### src/rtl/cpu_pkg.sv
`default_nettype none
// ============================================================================
// Module : cpu_pkg
// Brief  : Shared types and helpers for the memory arbiter.
// Rev    : 1.0  initial release
// ============================================================================
package cpu_pkg;

    localparam int ADDR_W = 5;
    localparam int DATA_W = 8;

    typedef enum logic [1:0] {
        OWN_NONE = 2'd0,
        OWN_CPU  = 2'd1,
        OWN_EXT  = 2'd2
    } owner_t;

    typedef enum logic [0:0] {
        UNLOCKED = 1'b0,
        LOCKED   = 1'b1
    } lock_state_t;

    // Two-way round-robin: whoever did not win last time wins now.
    function automatic owner_t rr_pick(input owner_t last_gnt);
        return (last_gnt == OWN_CPU) ? OWN_EXT : OWN_CPU;
    endfunction

endpackage
`default_nettype wire

### src/rtl/mem_arbiter.sv
`default_nettype none
// ============================================================================
// Module : mem_arbiter
// Brief  : Round-robin arbiter sharing one single-port memory between the CPU
//          and an external requester, with a bounded external burst lock.
// Rev    : 1.0  initial release
// ============================================================================
module mem_arbiter #(
    parameter int ADDR_W   = cpu_pkg::ADDR_W,
    parameter int DATA_W   = cpu_pkg::DATA_W,
    parameter int LOCK_MAX = 8
) (
    input  logic              clk,
    input  logic              rst,

    input  logic              cpu_req,
    input  logic              cpu_wr,
    input  logic [ADDR_W-1:0] cpu_addr,
    input  logic [DATA_W-1:0] cpu_wdata,
    output logic              cpu_gnt,
    output logic              cpu_rvalid,
    output logic [DATA_W-1:0] cpu_rdata,

    input  logic              ext_req,
    input  logic              ext_wr,
    input  logic [ADDR_W-1:0] ext_addr,
    input  logic [DATA_W-1:0] ext_wdata,
    input  logic              ext_lock,
    output logic              ext_gnt,
    output logic              ext_rvalid,
    output logic [DATA_W-1:0] ext_rdata,

    output logic              mem_rd,
    output logic              mem_wr,
    output logic [ADDR_W-1:0] mem_addr,
    output logic [DATA_W-1:0] mem_din,
    input  logic [DATA_W-1:0] mem_dout,

    output logic              locked
);
    import cpu_pkg::owner_t;
    import cpu_pkg::lock_state_t;
    import cpu_pkg::OWN_NONE;
    import cpu_pkg::OWN_CPU;
    import cpu_pkg::OWN_EXT;
    import cpu_pkg::UNLOCKED;
    import cpu_pkg::LOCKED;
    import cpu_pkg::rr_pick;

    localparam logic [7:0] c_LOCK_MAX = 8'(LOCK_MAX);

    lock_state_t r_lock_state;
    lock_state_t w_lock_state_nxt;
    logic [7:0]  r_lock_cnt;
    logic [7:0]  w_lock_cnt_nxt;
    owner_t      r_last_gnt;
    owner_t      w_last_gnt_nxt;
    owner_t      r_rd_owner;
    owner_t      w_rd_owner_nxt;
    owner_t      w_gnt_sel;

    logic w_locked;
    logic w_at_max;
    logic w_any_gnt;
    logic w_wr_sel;

    assign w_locked = (r_lock_state == LOCKED);
    assign w_at_max = (r_lock_cnt == c_LOCK_MAX);

    // While the lock is held the CPU only gets in on the forced slot.
    always_comb begin : p_arbitrate
        w_gnt_sel = OWN_NONE;
        if (w_locked && ext_lock) begin
            if (w_at_max && cpu_req) begin
                w_gnt_sel = OWN_CPU;
            end else if (ext_req) begin
                w_gnt_sel = OWN_EXT;
            end
        end else if (cpu_req && ext_req) begin
            w_gnt_sel = rr_pick(r_last_gnt);
        end else if (cpu_req) begin
            w_gnt_sel = OWN_CPU;
        end else if (ext_req) begin
            w_gnt_sel = OWN_EXT;
        end
    end

    assign cpu_gnt   = (w_gnt_sel == OWN_CPU);
    assign ext_gnt   = (w_gnt_sel == OWN_EXT);
    assign w_any_gnt = cpu_gnt | ext_gnt;
    assign w_wr_sel  = cpu_gnt ? cpu_wr : ext_wr;

    assign mem_rd   = w_any_gnt & ~w_wr_sel;
    assign mem_wr   = w_any_gnt &  w_wr_sel;
    assign mem_addr = cpu_gnt ? cpu_addr  : (ext_gnt ? ext_addr  : '0);
    assign mem_din  = cpu_gnt ? cpu_wdata : (ext_gnt ? ext_wdata : '0);

    always_comb begin : p_lock_nxt
        w_lock_state_nxt = r_lock_state;
        w_lock_cnt_nxt   = r_lock_cnt;
        case (r_lock_state)
            UNLOCKED: begin
                if (ext_gnt && ext_lock) begin
                    w_lock_state_nxt = LOCKED;
                    w_lock_cnt_nxt   = 8'd1;
                end
            end
            LOCKED: begin
                if (!ext_lock) begin
                    w_lock_state_nxt = UNLOCKED;
                    w_lock_cnt_nxt   = 8'd0;
                end else if (cpu_gnt) begin
                    w_lock_cnt_nxt   = 8'd0;
                end else if (ext_gnt && !w_at_max) begin
                    w_lock_cnt_nxt   = r_lock_cnt + 8'd1;
                end
            end
            default: begin
                w_lock_state_nxt = UNLOCKED;
                w_lock_cnt_nxt   = 8'd0;
            end
        endcase
    end

    always_comb begin : p_owner_nxt
        w_last_gnt_nxt = r_last_gnt;
        w_rd_owner_nxt = OWN_NONE;
        if (w_any_gnt) begin
            w_last_gnt_nxt = w_gnt_sel;
        end
        if (mem_rd) begin
            w_rd_owner_nxt = w_gnt_sel;
        end
    end

    always_ff @(posedge clk) begin : p_regs
        if (rst) begin
            r_lock_state <= UNLOCKED;
            r_lock_cnt   <= 8'd0;
            r_last_gnt   <= OWN_EXT;
            r_rd_owner   <= OWN_NONE;
        end else begin
            r_lock_state <= w_lock_state_nxt;
            r_lock_cnt   <= w_lock_cnt_nxt;
            r_last_gnt   <= w_last_gnt_nxt;
            r_rd_owner   <= w_rd_owner_nxt;
        end
    end

    // A return still in flight when reset rises is suppressed immediately.
    assign cpu_rvalid = ~rst & (r_rd_owner == OWN_CPU);
    assign ext_rvalid = ~rst & (r_rd_owner == OWN_EXT);
    assign cpu_rdata  = cpu_rvalid ? mem_dout : '0;
    assign ext_rdata  = ext_rvalid ? mem_dout : '0;

    assign locked = w_locked;

endmodule
`default_nettype wire

### config.mk
export PLATFORM = sky130hd
export DESIGN_NAME = mem_arbiter
export DESIGN_NICKNAME = d
export VERILOG_FILES = /design/src/rtl/cpu_pkg.sv /design/src/rtl/mem_arbiter.sv
export SDC_FILE = /design/constraint.sdc
export NUM_CORES = 1
export LEC_CHECK = 0
export BUFFER_PORTS_ARGS = -buffer_cell sky130_fd_sc_hd__buf_2
export CORE_ASPECT_RATIO = 1.2
export CORE_MARGIN = 2
export CORE_UTILIZATION = 45
export CTS_CLUSTER_DIAMETER = 150
export DETAILED_ROUTE_END_ITERATION = 10
export PLACE_DENSITY = 0.86
export SLEW_MARGIN = 20
export SYNTH_ARGS = -nofsm -noshare
export SYNTH_HDL_FRONTEND = slang
export SYNTH_SLANG_ARGS = --single-unit
export TNS_END_PERCENT = 20
### constraint.sdc
create_clock -name clk -period 6.1 [get_ports clk]
set_input_delay 0.61 -clock clk [delete_from_list [all_inputs] [get_ports clk]]
set_output_delay 0.61 -clock clk [all_outputs]
set_load 0.02 [all_outputs]
==> out/qor.yml <==
track_usage_pct: 21.3
io_buffers: 76
synth_cell_type_count: 37
viasPerCell: 5.05
crit_type: "register to output pin"
wirelength_um: 3210
cts_htree_levels: 1
antenna-diode-count: 0
dp_hpwl_um: 2620
fin_cells: 258
die_h_um: 58.8
drc: 0
startpoint_type: "register"
final_common_cell: "buf_2"
cts_setup_buffers: 0
drtPass1Iterations: 4
critPathCaptureType: "output pin"
drive_gt1_share_pct: 39.2
io_pins: 77
antenna_found_initial: 0
slew_headroom_pct: 44.7
hold_viol_final: 0
finalSetupViolCount: 0
r2r.worst_path.cells: 10
grt_pass1_wl_um: 5000
finClkSkew_ns: 0.00587
die_area_um2: 2920
worst_slew_pin_slew_ns: 0.829
vdd_drop_max_mv: 0.133
start_util_pct: 48.4
rrSetupSlack_ns: 2.84
power_density_nw_per_um2: 139
power_mw: 0.213
clkTransAtPathRegs_ns: 0.08
core_um2: 2330
timing.rr.start: "r_lock_cnt[0]$_SDFFE_PP0P_"
rows: 19
syn-instance-count: 154
hold_ws_ns: 0.486
layout_common_cells: "76 x buf_2, 36 x nand2_1, 21 x and2_1"
fin_nets: 273
cts_sinks: 13
overflow: 0
syn_area_um2: 1130
detail-route-antenna-nets: 0
worst-path-max-fanout: 30
synth_fp_nets: 199
syn_to_final_growth_pct: 36.1
finalMaxSlewViolations: 0
clk_latency_ns: 0.28
synth-seq-area-share_pct: 23.1
num_vias: 1304
min_path_type: "register to register"
die_w_um: 49.7
ys_seq_elements: 13
cap_viol_max_count: 0
period_share_pct: 60.3
r2r-end: "r_lock_cnt[3]$_SDFFE_PP0P_"
cts-hold-fix-buffers: 0
hold_path_depth: 2
syn_avg_cell_area_um2: 7.32
numCtsBuffers: 3
post_dp_cell_area_um2: 1510
cts_buffer_depth: 2
final_cell_area_um2: 1530
cts_tree: "yes"
drtIter0Drc: 32
rsz0062_at_grt: "false"
grt_max_degree: 31
post_cts_resized: 0
fin_tns_setup_ns: 0
max_freq_ghz: 0.272
grt_pass1_vias: 1139
hold_path.startpoint: "r_last_gnt[1]$_SDFFE_PP1P_"
leakage_nw: 0.796
place_congestion: 0.828
dp.cells: 254
cts-root-buf: "clkbuf_4"
worstHoldEndpoint: "r_last_gnt[1]$_SDFFE_PP1P_"
worstPathArrival_ns: 3.07
post_drt_wl_per_cell_um: 12.4
ys_warn_count: 0
final.min_clock_period_ns: 3.68
required_ns: 5.49
status: "complete, no violations"
-- cells in the mapped netlist --
| library cell | count | area (um2) |
|---|---|---|
| o2111ai_1 | 1 | 8.76 |
| a21o_1 | 1 | 7.51 |
| clkbuf_1 | 4 | 15.0 |
| nor2_1 | 3 | 11.3 |
| a21oi_1 | 6 | 30.0 |
| mux2i_1 | 5 | 50.1 |
| nand2_1 | 36 | 135 |
| a21bo_1 | 1 | 10.0 |
| a21oi_2 | 2 | 17.5 |
| o31ai_1 | 1 | 7.51 |
| inv_1 | 8 | 30.0 |
| nand2b_1 | 6 | 37.5 |
| buf_6 | 1 | 11.3 |
| a311oi_2 | 1 | 15.0 |
| and2_1 | 21 | 131 |
| and4_1 | 1 | 8.76 |
| buf_4 | 1 | 7.51 |
| ha_1 | 4 | 50.1 |
| a211oi_2 | 2 | 25.0 |
| buf_2 | 1 | 5.00 |
| a31oi_1 | 1 | 6.26 |
| nor3b_2 | 3 | 37.5 |
| nand3b_1 | 1 | 7.51 |
| o211ai_1 | 1 | 7.51 |
| nand4_1 | 1 | 6.26 |
| a2111oi_0 | 1 | 8.76 |
| dfxtp_1 | 13 | 260 |
| nor2b_1 | 2 | 12.5 |
| a211oi_1 | 1 | 7.51 |
| nor4b_1 | 1 | 8.76 |
| o21ai_1 | 2 | 10.0 |
| o211a_1 | 1 | 10.0 |
| nor4b_4 | 1 | 23.8 |
| o21ai_0 | 15 | 75.1 |
| a41o_1 | 1 | 10.0 |
| a21boi_2 | 1 | 11.3 |
| nand3_1 | 2 | 10.0 |
-- report_power, final --
part	total (mW)	internal [mW]	switching, mW
Combinational	0.0705	0.0284	0.0421
Sequential	0.0892	0.0873	0.00187
Clock	0.0532	0.0254	0.0279
Total	0.213	0.141	0.0718
-- per-layer routing --
metal  track usage (%)  part of all wire, %  up-vias
met1              25.0                   42      574
met5                 0                    0        -
met3              5.58                  9.0        5
li1                  -                    -      674
met2              38.1                   48       51
met4              6.35                 0.97        0
-- flip-flops by register name, indices dropped and copies added, names as in the netlist --
register and count:
r_rd_owner 2, r_last_gnt 2, r_lock_cnt 8, locked 1
-- cells by family after synthesis --
group                    Yosys count  share of synthesized area, %
multiplexers                       5                          4.44
adder cells (fa/ha/maj)            4                          4.44
flip-flops                        13                          23.1
AO/OA/AOI/OAI                     39                          23.8
AND/OR/NAND/NOR                   78                          38.2
buffers and inverters             15                          6.10
-- stage by stage --
stage | utilization, % | setup WS (ns)
2_1_floorplan | - | 3.07
3_3_place_gp | 64.7 | 2.81
3_5_place_dp | 64.7 | 2.74
4_1_cts | 65.8 | 2.42
5_1_grt | 65.8 | 2.09
6_report | 65.8 | 2.42
-- worst max-delay path by stage --
| stage | endpoint | start |
|---|---|---|
| after floorplan | mem_addr[2] | r_lock_cnt[0]$_SDFFE_PP0P_ |
| after global placement | mem_rd | ext_lock |
| after detailed placement | mem_rd | ext_lock |
| after CTS | mem_rd | r_lock_cnt[0]$_SDFFE_PP0P_ |
| after global routing | mem_rd | r_lock_cnt[0]$_SDFFE_PP0P_ |
| final | mem_rd | r_lock_cnt[0]$_SDFFE_PP0P_ |
-- worst max-delay path: stages, from the launching register on --
cell,delay [ns]
dfxtp_1,0.36
inv_1,0.11
ha_1,0.16
nor4b_4,0.30
a21oi_1,0.16
o21ai_1,0.28
ha_1,0.76
mux2i_1,0.29
nor2b_1,0.19
buf_2,0.19
-- final cells by class --
class,count,area (um2)
clock buffer,4,26.3
inverter,8,30.0
timing repair buffer,76,380
sequential,13,260
fill,226,796
tap,31,38.8
multi-input combinational,126,798
No activity file was read; power rests on OpenSTA's default activity.
